<file path="config.mk">
export PLATFORM = sky130hd
export DESIGN_NAME = cmd_frame_decoder
export DESIGN_NICKNAME = d
export VERILOG_FILES = /design/src/rtl/cmd_frame_decoder.sv
export SDC_FILE = /design/constraint.sdc
export NUM_CORES = 1
export LEC_CHECK = 0
export ABC_AREA = 1
export ABC_CLOCK_PERIOD_IN_PS = 3200
export CAP_MARGIN = 10
export CORE_ASPECT_RATIO = 0.6
export CORE_MARGIN = 2
export CORE_UTILIZATION = 40
export DETAILED_ROUTE_END_ITERATION = 8
export PLACE_DENSITY_LB_ADDON = 0.3
export SLEW_MARGIN = 20
export SYNTH_ARGS = -nofsm -noshare
export SYNTH_HDL_FRONTEND = slang
export SYNTH_SLANG_ARGS = --single-unit
</file>
<file path="constraint.sdc">
create_clock -name CLK -period 3.2 [get_ports CLK]
set_input_delay 0.8 -clock CLK [delete_from_list [all_inputs] [get_ports CLK]]
set_output_delay 0.8 -clock CLK [all_outputs]
set_load 0.01 [all_outputs]
</file>
<file path="src/rtl/cmd_frame_decoder.sv">
// cmd_frame_decoder: assembles multi-byte command frames from the synchronized
// RX byte stream and issues single-cycle register-file / ALU strobes.
// An inter-byte timeout aborts truncated frames back to IDLE.
module cmd_frame_decoder #(
  parameter int unsigned          BUS_WIDTH   = 8,
  parameter int unsigned          ADDR_WIDTH  = 4,
  parameter int unsigned          FUN_WIDTH   = 4,
  parameter int unsigned          TIMEOUT     = 255,
  parameter logic [BUS_WIDTH-1:0] CMD_WR      = 8'hAA,
  parameter logic [BUS_WIDTH-1:0] CMD_RD      = 8'hBB,
  parameter logic [BUS_WIDTH-1:0] CMD_ALU_OP  = 8'hCC,
  parameter logic [BUS_WIDTH-1:0] CMD_ALU_NOP = 8'hDD
) (
  input  logic                  CLK,
  input  logic                  RST,
  input  logic [BUS_WIDTH-1:0]  rx_data,
  input  logic                  rx_valid,
  output logic                  rf_wr_en,
  output logic                  rf_rd_en,
  output logic [ADDR_WIDTH-1:0] rf_addr,
  output logic [BUS_WIDTH-1:0]  rf_wr_data,
  output logic                  alu_en,
  output logic [BUS_WIDTH-1:0]  alu_op_a,
  output logic [BUS_WIDTH-1:0]  alu_op_b,
  output logic [FUN_WIDTH-1:0]  alu_fun,
  output logic                  frame_err,
  output logic                  busy
);

  localparam int unsigned CNT_W = $clog2(TIMEOUT + 1);
  localparam logic [CNT_W-1:0] TIMEOUT_C = CNT_W'(TIMEOUT);

  localparam logic [2:0] S_IDLE    = 3'd0;
  localparam logic [2:0] S_WR_ADDR = 3'd1;
  localparam logic [2:0] S_WR_DATA = 3'd2;
  localparam logic [2:0] S_RD_ADDR = 3'd3;
  localparam logic [2:0] S_ALU_A   = 3'd4;
  localparam logic [2:0] S_ALU_B   = 3'd5;
  localparam logic [2:0] S_ALU_FUN = 3'd6;
  localparam logic [2:0] S_NOP_FUN = 3'd7;

  logic [2:0]            state_q, state_d;
  logic [CNT_W-1:0]      cnt_q, cnt_d;
  logic [CNT_W-1:0]      cnt_inc;
  logic                  wr_en_q, wr_en_d;
  logic                  rd_en_q, rd_en_d;
  logic                  alu_en_q, alu_en_d;
  logic                  err_q, err_d;
  logic [ADDR_WIDTH-1:0] addr_q, addr_d;
  logic [BUS_WIDTH-1:0]  wdata_q, wdata_d;
  logic [BUS_WIDTH-1:0]  op_a_q, op_a_d;
  logic [BUS_WIDTH-1:0]  op_b_q, op_b_d;
  logic [FUN_WIDTH-1:0]  fun_q, fun_d;

  assign cnt_inc = cnt_q + 1'b1;

  // Next-state, field latching, strobe generation and inter-byte timeout.
  always_comb begin
    state_d  = state_q;
    cnt_d    = cnt_q;
    wr_en_d  = 1'b0;
    rd_en_d  = 1'b0;
    alu_en_d = 1'b0;
    err_d    = 1'b0;
    addr_d   = addr_q;
    wdata_d  = wdata_q;
    op_a_d   = op_a_q;
    op_b_d   = op_b_q;
    fun_d    = fun_q;

    if (state_q == S_IDLE) begin
      cnt_d = '0;
      if (rx_valid) begin
        if (rx_data == CMD_WR)           state_d = S_WR_ADDR;
        else if (rx_data == CMD_RD)      state_d = S_RD_ADDR;
        else if (rx_data == CMD_ALU_OP)  state_d = S_ALU_A;
        else if (rx_data == CMD_ALU_NOP) state_d = S_NOP_FUN;
        else                             err_d   = 1'b1;
      end
    end else if (rx_valid) begin
      cnt_d = '0;
      case (state_q)
        S_WR_ADDR: begin
          addr_d  = rx_data[ADDR_WIDTH-1:0];
          state_d = S_WR_DATA;
        end
        S_WR_DATA: begin
          wdata_d = rx_data;
          wr_en_d = 1'b1;
          state_d = S_IDLE;
        end
        S_RD_ADDR: begin
          addr_d  = rx_data[ADDR_WIDTH-1:0];
          rd_en_d = 1'b1;
          state_d = S_IDLE;
        end
        S_ALU_A: begin
          op_a_d  = rx_data;
          state_d = S_ALU_B;
        end
        S_ALU_B: begin
          op_b_d  = rx_data;
          state_d = S_ALU_FUN;
        end
        default: begin
          fun_d    = rx_data[FUN_WIDTH-1:0];
          alu_en_d = 1'b1;
          state_d  = S_IDLE;
        end
      endcase
    end else if (cnt_inc == TIMEOUT_C) begin
      // Abort on the stall cycle that brings the count to TIMEOUT; the counter
      // never holds TIMEOUT itself, so it cannot wrap.
      err_d   = 1'b1;
      state_d = S_IDLE;
      cnt_d   = '0;
    end else begin
      cnt_d = cnt_inc;
    end
  end

  // State and output registers, cleared asynchronously.
  always_ff @(posedge CLK or negedge RST) begin
    if (!RST) begin
      state_q  <= S_IDLE;
      cnt_q    <= '0;
      wr_en_q  <= 1'b0;
      rd_en_q  <= 1'b0;
      alu_en_q <= 1'b0;
      err_q    <= 1'b0;
      addr_q   <= '0;
      wdata_q  <= '0;
      op_a_q   <= '0;
      op_b_q   <= '0;
      fun_q    <= '0;
    end else begin
      state_q  <= state_d;
      cnt_q    <= cnt_d;
      wr_en_q  <= wr_en_d;
      rd_en_q  <= rd_en_d;
      alu_en_q <= alu_en_d;
      err_q    <= err_d;
      addr_q   <= addr_d;
      wdata_q  <= wdata_d;
      op_a_q   <= op_a_d;
      op_b_q   <= op_b_d;
      fun_q    <= fun_d;
    end
  end

  assign rf_wr_en   = wr_en_q;
  assign rf_rd_en   = rd_en_q;
  assign rf_addr    = addr_q;
  assign rf_wr_data = wdata_q;
  assign alu_en     = alu_en_q;
  assign alu_op_a   = op_a_q;
  assign alu_op_b   = op_b_q;
  assign alu_fun    = fun_q;
  assign frame_err  = err_q;
  assign busy       = (state_q != S_IDLE);

endmodule

</file>
## Word level (Yosys, flattened, before mapping)

Cells that the tools add are included.

| word-level totals | value |
|---|---|
| bits of input ports | 11 |
| bits in registers | 47 |
| output and inout bits | 37 |
| word-level logic and storage cells | 66 |

| cells by class | value |
|---|---|
| eq/ne operators | 12 |
| $add $sub $neg | 1 |
| multiplexer cells | 29 |
| bitwise logic cells | 2 |
| reduce and logical (&&, ||, !) cells | 11 |

Operators with widths:

| operator | count |
|---|---|
| equality test 8 bit (second input constant) | 5 |
| 2-to-1 mux 3 bit | 8 |
| 2-to-1 mux 8 bit | 3 |
| AND reduction 3 bit | 6 |
| 2-to-1 mux 1 bit | 17 |
| case mux 3 bit (3 select lines) | 1 |
| adder 8 x 1 -> 8 bit (second input constant) | 1 |
| equality test 3 x 2 -> 1 bit (second input constant) | 2 |
| equality test 3 bit (second input constant) | 2 |
| inequality test 5 x 1 -> 1 bit (second input constant) | 1 |
| OR reduction 5 bit | 1 |
| equality test 3 x 1 -> 1 bit (second input constant) | 1 |
| logical NOT 3 bit | 1 |
| nonzero test 3 bit | 1 |
| inequality test 2 bit (second input constant) | 1 |
| NOT 1 bit | 2 |
| nonzero test 2 bit | 1 |
| OR reduction 2 bit | 1 |

## Logic depth before layout (Yosys ltp)

| depth | value |
|---|---|
| depth after elaboration | 7 |
| gate-level depth with buffers | 12 |
| mapped depth without buffers | 12 |

## Least setup slack after synthesis

No wires, ideal clock.

| path | value |
|---|---|
| path kind | input -> register |
| from | input port rx_data[2] |
| to | register state_q[0] |
| buffers on the path | 0 |
| path slack | 1.481 ns |
| required time | 3.083 ns |
| stages on the path | 10 |
| arrival | 1.603 ns |
| library setup time | 0.117 ns |
| path through | inv_1 nand2_1 nor2_1 nand3_1 nand3_1 nor2_2 nor2_2 nand2_4 nand2_1 nand2_1 |

| on the way | value |
|---|---|
| cells in the longest elaborated chain, start to end | 6 |
| elaborated cells between the ends (all ways) | 11 |
| those cells by class | eq/ne (5); mux (5); reduce/logical (1) |

RTL lines:

| item | line | RTL |
|---|---|---|
| start: declaration | 16 | `input logic [BUS_WIDTH-1:0] rx_data,` |
| equality test 8 bit | 76 | `else if (rx_data == CMD_ALU_OP) state_d = S_ALU_A;` |
| 2-to-1 mux 3 bit | 76 |  |
| 2-to-1 mux 3 bit | 75 | `else if (rx_data == CMD_RD) state_d = S_RD_ADDR;` |
| 2-to-1 mux 3 bit | 74 | `if (rx_data == CMD_WR) state_d = S_WR_ADDR;` |
| 2-to-1 mux 3 bit | 73 | `if (rx_valid) begin` |
| 2-to-1 mux 3 bit | 71 | `if (state_q == S_IDLE) begin` |
| end signal: assignment | 137 | `state_q <= state_d;` |
| end: declaration | 42 | `logic [2:0] state_q, state_d;` |

Parallel ways exist; a longest one is shown, timed or not. The select of a mux whose other input is x is not followed.
A chain may end at the register's enable or synchronous reset.

## Worst setup path after layout

| path | value |
|---|---|
| from | register state_q[2] |
| to | output port busy |

| on the way | value |
|---|---|
| cells in the longest elaborated chain, start to end | 1 |

RTL lines:

| item | line | RTL |
|---|---|---|
| nonzero test 3 bit | 160 | `assign busy = (state_q != S_IDLE);` |
| end: declaration | 27 | `output logic busy` |

Every way passes these cells.

==> report_table.html <==
<table>
<tr><th>Metric</th><th>Value</th></tr>
<tr><th colspan="2">Synthesis</th></tr>
<tr><td>Share of synthesized cell area in full adder, half adder and majority cells</td><td>1.19%</td></tr>
<tr><td>Dominant combinational cell family by area after synthesis</td><td>simple AND/OR/NAND/NOR gates</td></tr>
<tr><td>Area fraction in and, or, nand and nor cells after synthesis</td><td>27.1%</td></tr>
<tr><td>Synthesized area divided by synthesized cell count</td><td>8.92 um^2</td></tr>
<tr><td>Flip-flop cell with the highest count after synthesis</td><td>sky130_fd_sc_hd__dfrtp_1</td></tr>
<tr><td>Most common cell in the netlist</td><td>sky130_fd_sc_hd__nand2_1</td></tr>
<tr><td>Top cells by area in the synthesized netlist</td><td>sky130_fd_sc_hd__dfrtp_1 56%, sky130_fd_sc_hd__nand2_1 12%, sky130_fd_sc_hd__o21ai_0 7.2%</td></tr>
<tr><td>Number of unique standard cell types used by synthesis</td><td>25</td></tr>
<tr><td>Number of enable flip-flop cells after synthesis</td><td>0</td></tr>
<tr><td>Leading post-synthesis cells by instance count</td><td>68 x sky130_fd_sc_hd__nand2_1, 47 x sky130_fd_sc_hd__dfrtp_1, 30 x sky130_fd_sc_hd__o21ai_0</td></tr>
<tr><td>Flip-flop and latch count after synthesis</td><td>47</td></tr>
<tr><td>Proportion of synthesized flip-flops having asynchronous set or reset</td><td>100%</td></tr>
<tr><td>XOR/XNOR Fraction of Synth Area</td><td>0%</td></tr>
<tr><td>Multiplexer fraction of the synthesized cell area</td><td>0%</td></tr>
<tr><td>Synth top area share</td><td>56.1%</td></tr>
<tr><td>Post-synthesis cell area</td><td>2100 um^2</td></tr>
<tr><td>Fraction of the mapped netlist area in compound gates</td><td>10.4%</td></tr>
<tr><td>Register area share after synthesis</td><td>56.1%</td></tr>
<tr><td>Count of synthesis-stage warnings from yosys</td><td>0</td></tr>
<tr><td>Cell accounting for the most synthesized area</td><td>sky130_fd_sc_hd__dfrtp_1</td></tr>
<tr><td>Net count of the mapped netlist</td><td>248</td></tr>
<tr><td>Number of cells produced by synthesis</td><td>235</td></tr>
<tr><th colspan="2">Critical path</th></tr>
<tr><td>Crit Path Class</td><td>register to primary output</td></tr>
<tr><td>Maximum fanout along the worst path</td><td>5</td></tr>
<tr><td>Length in cells of the worst reg-to-reg path</td><td>11</td></tr>
<tr><td>Cells along the critical path</td><td>nor3_2, inv_2, clkdlybuf4s50_1</td></tr>
<tr><td>Arrival time of the worst setup path</td><td>1.67 ns</td></tr>
<tr><td>Worst reg2reg startpoint</td><td>cnt_q[0]</td></tr>
<tr><td>Sort of element at the start of the critical path</td><td>register</td></tr>
<tr><td>CP Capture Type</td><td>primary output</td></tr>
<tr><td>Worst EP required</td><td>2.40 ns</td></tr>
<tr><td>Cell with the largest stage delay on the worst path</td><td>sky130_fd_sc_hd__clkdlybuf4s50_1</td></tr>
<tr><td>Worst-case register-to-register setup slack</td><td>1.53 ns</td></tr>
<tr><td>Max stage delay on crit path</td><td>0.50 ns</td></tr>
<tr><td>Endpoint of the worst register-to-register path</td><td>state_q[1]</td></tr>
<tr><th colspan="2">Detailed routing</th></tr>
<tr><td>Detailed Route WL</td><td>4650 um</td></tr>
<tr><td>Detailed-route via count</td><td>1688</td></tr>
<tr><td>Number of violations reported at the end of detailed-routing iteration 0</td><td>73</td></tr>
<tr><td>Detailed-route wire length per cell</td><td>13.2 um</td></tr>
<tr><td>Antenna Nets Post-Route</td><td>0</td></tr>
<tr><td>Number of detailed-routing iterations run before antenna repair</td><td>8</td></tr>
<tr><td>Via density</td><td>4.78</td></tr>
<tr><td>Number of remaining DRC errors</td><td>0</td></tr>
<tr><th colspan="2">STA</th></tr>
<tr><td>Slew HR</td><td>60.7%</td></tr>
<tr><td>Setup Viol. Count Final</td><td>0</td></tr>
<tr><td>Final-layout worst hold slack</td><td>0.488 ns</td></tr>
<tr><td>Unrepaired setup endpoints after global routing</td><td>no</td></tr>
<tr><td>Share of the cycle needed by the critical path after routing</td><td>77.3%</td></tr>
<tr><td>Count of final max-slew check failures</td><td>0</td></tr>
<tr><td>Hold Vio Cnt, Final</td><td>0</td></tr>
<tr><td>Fmax</td><td>404 MHz</td></tr>
<tr><td>Shortest period the worst path allows</td><td>2.47 ns</td></tr>
<tr><td>Slew at the pin closest to its max-slew limit</td><td>0.589 ns</td></tr>
<tr><td>Sum Neg Setup Slack</td><td>0 ns</td></tr>
<tr><td>Worst clock skew</td><td>0.00958 ns</td></tr>
<tr><th colspan="2">Floorplan</th></tr>
<tr><td>Floorplan die width</td><td>97.5 um</td></tr>
<tr><td>Die footprint</td><td>5860 um^2</td></tr>
<tr><td>Row cnt</td><td>20</td></tr>
<tr><td>Core area</td><td>5050 um^2</td></tr>
<tr><td>Count of boundary I/O pins</td><td>48</td></tr>
<tr><td>Die height</td><td>60.1 um</td></tr>
<tr><td>Initial Util</td><td>41.5%</td></tr>
<tr><th colspan="2">Min path</th></tr>
<tr><td>Origin of the worst min-delay path</td><td>rf_addr[2]</td></tr>
<tr><td>Capture endpoint of the worst hold path</td><td>rf_addr[2]</td></tr>
<tr><td>Classification of the worst-slack hold path</td><td>register to register</td></tr>
<tr><td>Worst hold path depth</td><td>2</td></tr>
<tr><th colspan="2">Power and ir drop</th></tr>
<tr><td>Peak VDD IR</td><td>0.319 mV</td></tr>
<tr><td>Static power due to leakage</td><td>1.28 nW</td></tr>
<tr><td>Pwr dens</td><td>849 nW/um^2</td></tr>
<tr><th colspan="2">Finish</th></tr>
<tr><td>Fraction of final layout cells with drive strength greater than 1</td><td>11.5%</td></tr>
<tr><td>Area growth from synthesis to final layout</td><td>30.7%</td></tr>
<tr><td>Final-layout fill cell count</td><td>482</td></tr>
<tr><td>Inserted Diodes</td><td>0</td></tr>
<tr><td>Combined area of the multi-input logic cells</td><td>811 um^2</td></tr>
<tr><td>Sequential standard cell area</td><td>1180 um^2</td></tr>
<tr><td>Number of nets in the finished design</td><td>299</td></tr>
<tr><td>Fin util</td><td>54.2%</td></tr>
<tr><td>Non-filler instance count after layout</td><td>353</td></tr>
<tr><th colspan="2">Placed design</th></tr>
<tr><td>Half-perimeter wire length of the detailed placement result</td><td>3430 um</td></tr>
<tr><td>Cell Count Post-Placement</td><td>345</td></tr>
<tr><td>Port buffer count</td><td>47</td></tr>
<tr><td>Global placement routability congestion</td><td>0.789</td></tr>
<tr><th colspan="2">Clock network</th></tr>
<tr><td>Clock buffer count from CTS</td><td>5</td></tr>
<tr><td>Clock-pin slew of the registers on the worst-case setup and hold paths</td><td>0.09 ns</td></tr>
<tr><td>Clock Root Buffer</td><td>sky130_fd_sc_hd__clkbuf_8</td></tr>
<tr><td>Total number of clock tree sinks</td><td>47</td></tr>
<tr><td>H-tree depth</td><td>2</td></tr>
<tr><td>Resized Gates After CTS</td><td>0</td></tr>
<tr><td>Setup Fix Bufs, Post-CTS</td><td>0</td></tr>
<tr><td>Clock latency reported for the late side of the worst-skew pair</td><td>0.30 ns</td></tr>
<tr><td>Number of buffers inserted for hold repair after clock tree synthesis</td><td>0</td></tr>
<tr><td>Clock Path Buffers</td><td>2</td></tr>
<tr><td>CTS tree</td><td>done</td></tr>
<tr><th colspan="2">Run status</th></tr>
<tr><td>Status</td><td>complete, no violations</td></tr>
<tr><th colspan="2">Global route</th></tr>
<tr><td>Vias in the first global route</td><td>1574</td></tr>
<tr><td>Total overflow reported by the global router</td><td>0</td></tr>
<tr><td>Overall Global Routing Usage</td><td>16.6%</td></tr>
<tr><td>Initial antenna violation count</td><td>0</td></tr>
<tr><td>Largest net degree at the start of global routing</td><td>48</td></tr>
<tr><td>Global-route wire length before repair</td><td>7580 um</td></tr>
<tr><th colspan="2">Flow run</th></tr>
<tr><td>Max_cap viols</td><td>0</td></tr>
</table>
## power breakdown
group	switching, W	internal, W
clock	0.000207	0.000233
combinational	0.000444	0.000479
sequential	0.000154	0.000808
## per-stage QoR
| stage | setup slack, ns | total power (W) | area (um^2) |
|---|---|---|---|
| after global placement | 0.791 | 0.00188 | 2630 |
| after CTS | 0.721 | 0.00234 | 2740 |
| after detailed placement | 0.783 | 0.00190 | 2630 |
| after global routing | 0.636 | 0.00248 | 2740 |
| final | 0.728 | 0.00233 | 2740 |
| after floorplan | 1.48 | 0.00139 | 2100 |
## critical path, delay by kind of cell (launching register included)
kind / cells / cell delay (ns)
buffers and inverters: 2 / 0.62
flip-flops: 1 / 0.44
AND/OR/NAND/NOR: 1 / 0.32
## per-layer routing
metal	wire [um]	GRT usage [%]	part of all wire, %
met5	0	0	0
met4	33	4.96	0.71
met3	294	5.38	6.3
met1	2380	23.1	51
met2	1940	25.0	42
## flip-flops by register name, summed over array words and instances, names as in the netlist
| name | cells |
|---|---|
| cnt_q | 8 |
| alu_en | 1 |
| alu_op_a | 8 |
| rf_rd_en | 1 |
| alu_fun | 4 |
| rf_wr_data | 8 |
| alu_op_b | 8 |
| state_q | 3 |
| rf_wr_en | 1 |
| frame_err | 1 |
| rf_addr | 4 |
## area by class of cell
class / instances / area share [%]
clock buffers: 5 / 2.51
clock inverters: 3 / 1.60
inverters: 24 / 3.29
multi-input cells: 161 / 29.6
flip-flops and latches: 47 / 42.9
well taps: 66 / 3.01
repair buffers: 47 / 17.1
## how the worst max path moves through the flow
stage,cells past startpoint,end,startpoint
2_1_floorplan,10,state_q[0],rx_data[2]
5_1_grt,3,busy,state_q[1]
6_report,3,busy,state_q[2]
3_3_place_gp,11,state_q[1],rx_data[0]
4_1_cts,3,busy,state_q[2]
3_5_place_dp,10,state_q[1],rx_data[0]
## kinds of logic after synthesis
| kind of cell | after synthesis |
|---|---|
| AND/OR/NAND/NOR | 120 |
| flip-flops | 47 |
| AO/OA/AOI/OAI | 39 |
| buffers and inverters | 27 |
| adder cells (fa/ha/maj) | 2 |
## placed cells by master, fill, tap and decap left out, drive strengths merged, types with 3 or more instances in the layout
cell and n:
clkdlybuf4s50 46, clkbuf 5, dfrtp 47, nand3 12, nor2 24, o21ai 33
o21bai 3, nand2 76, nor3 6, inv 24, a21oi 3
Power figures use the tool's default switching activity.
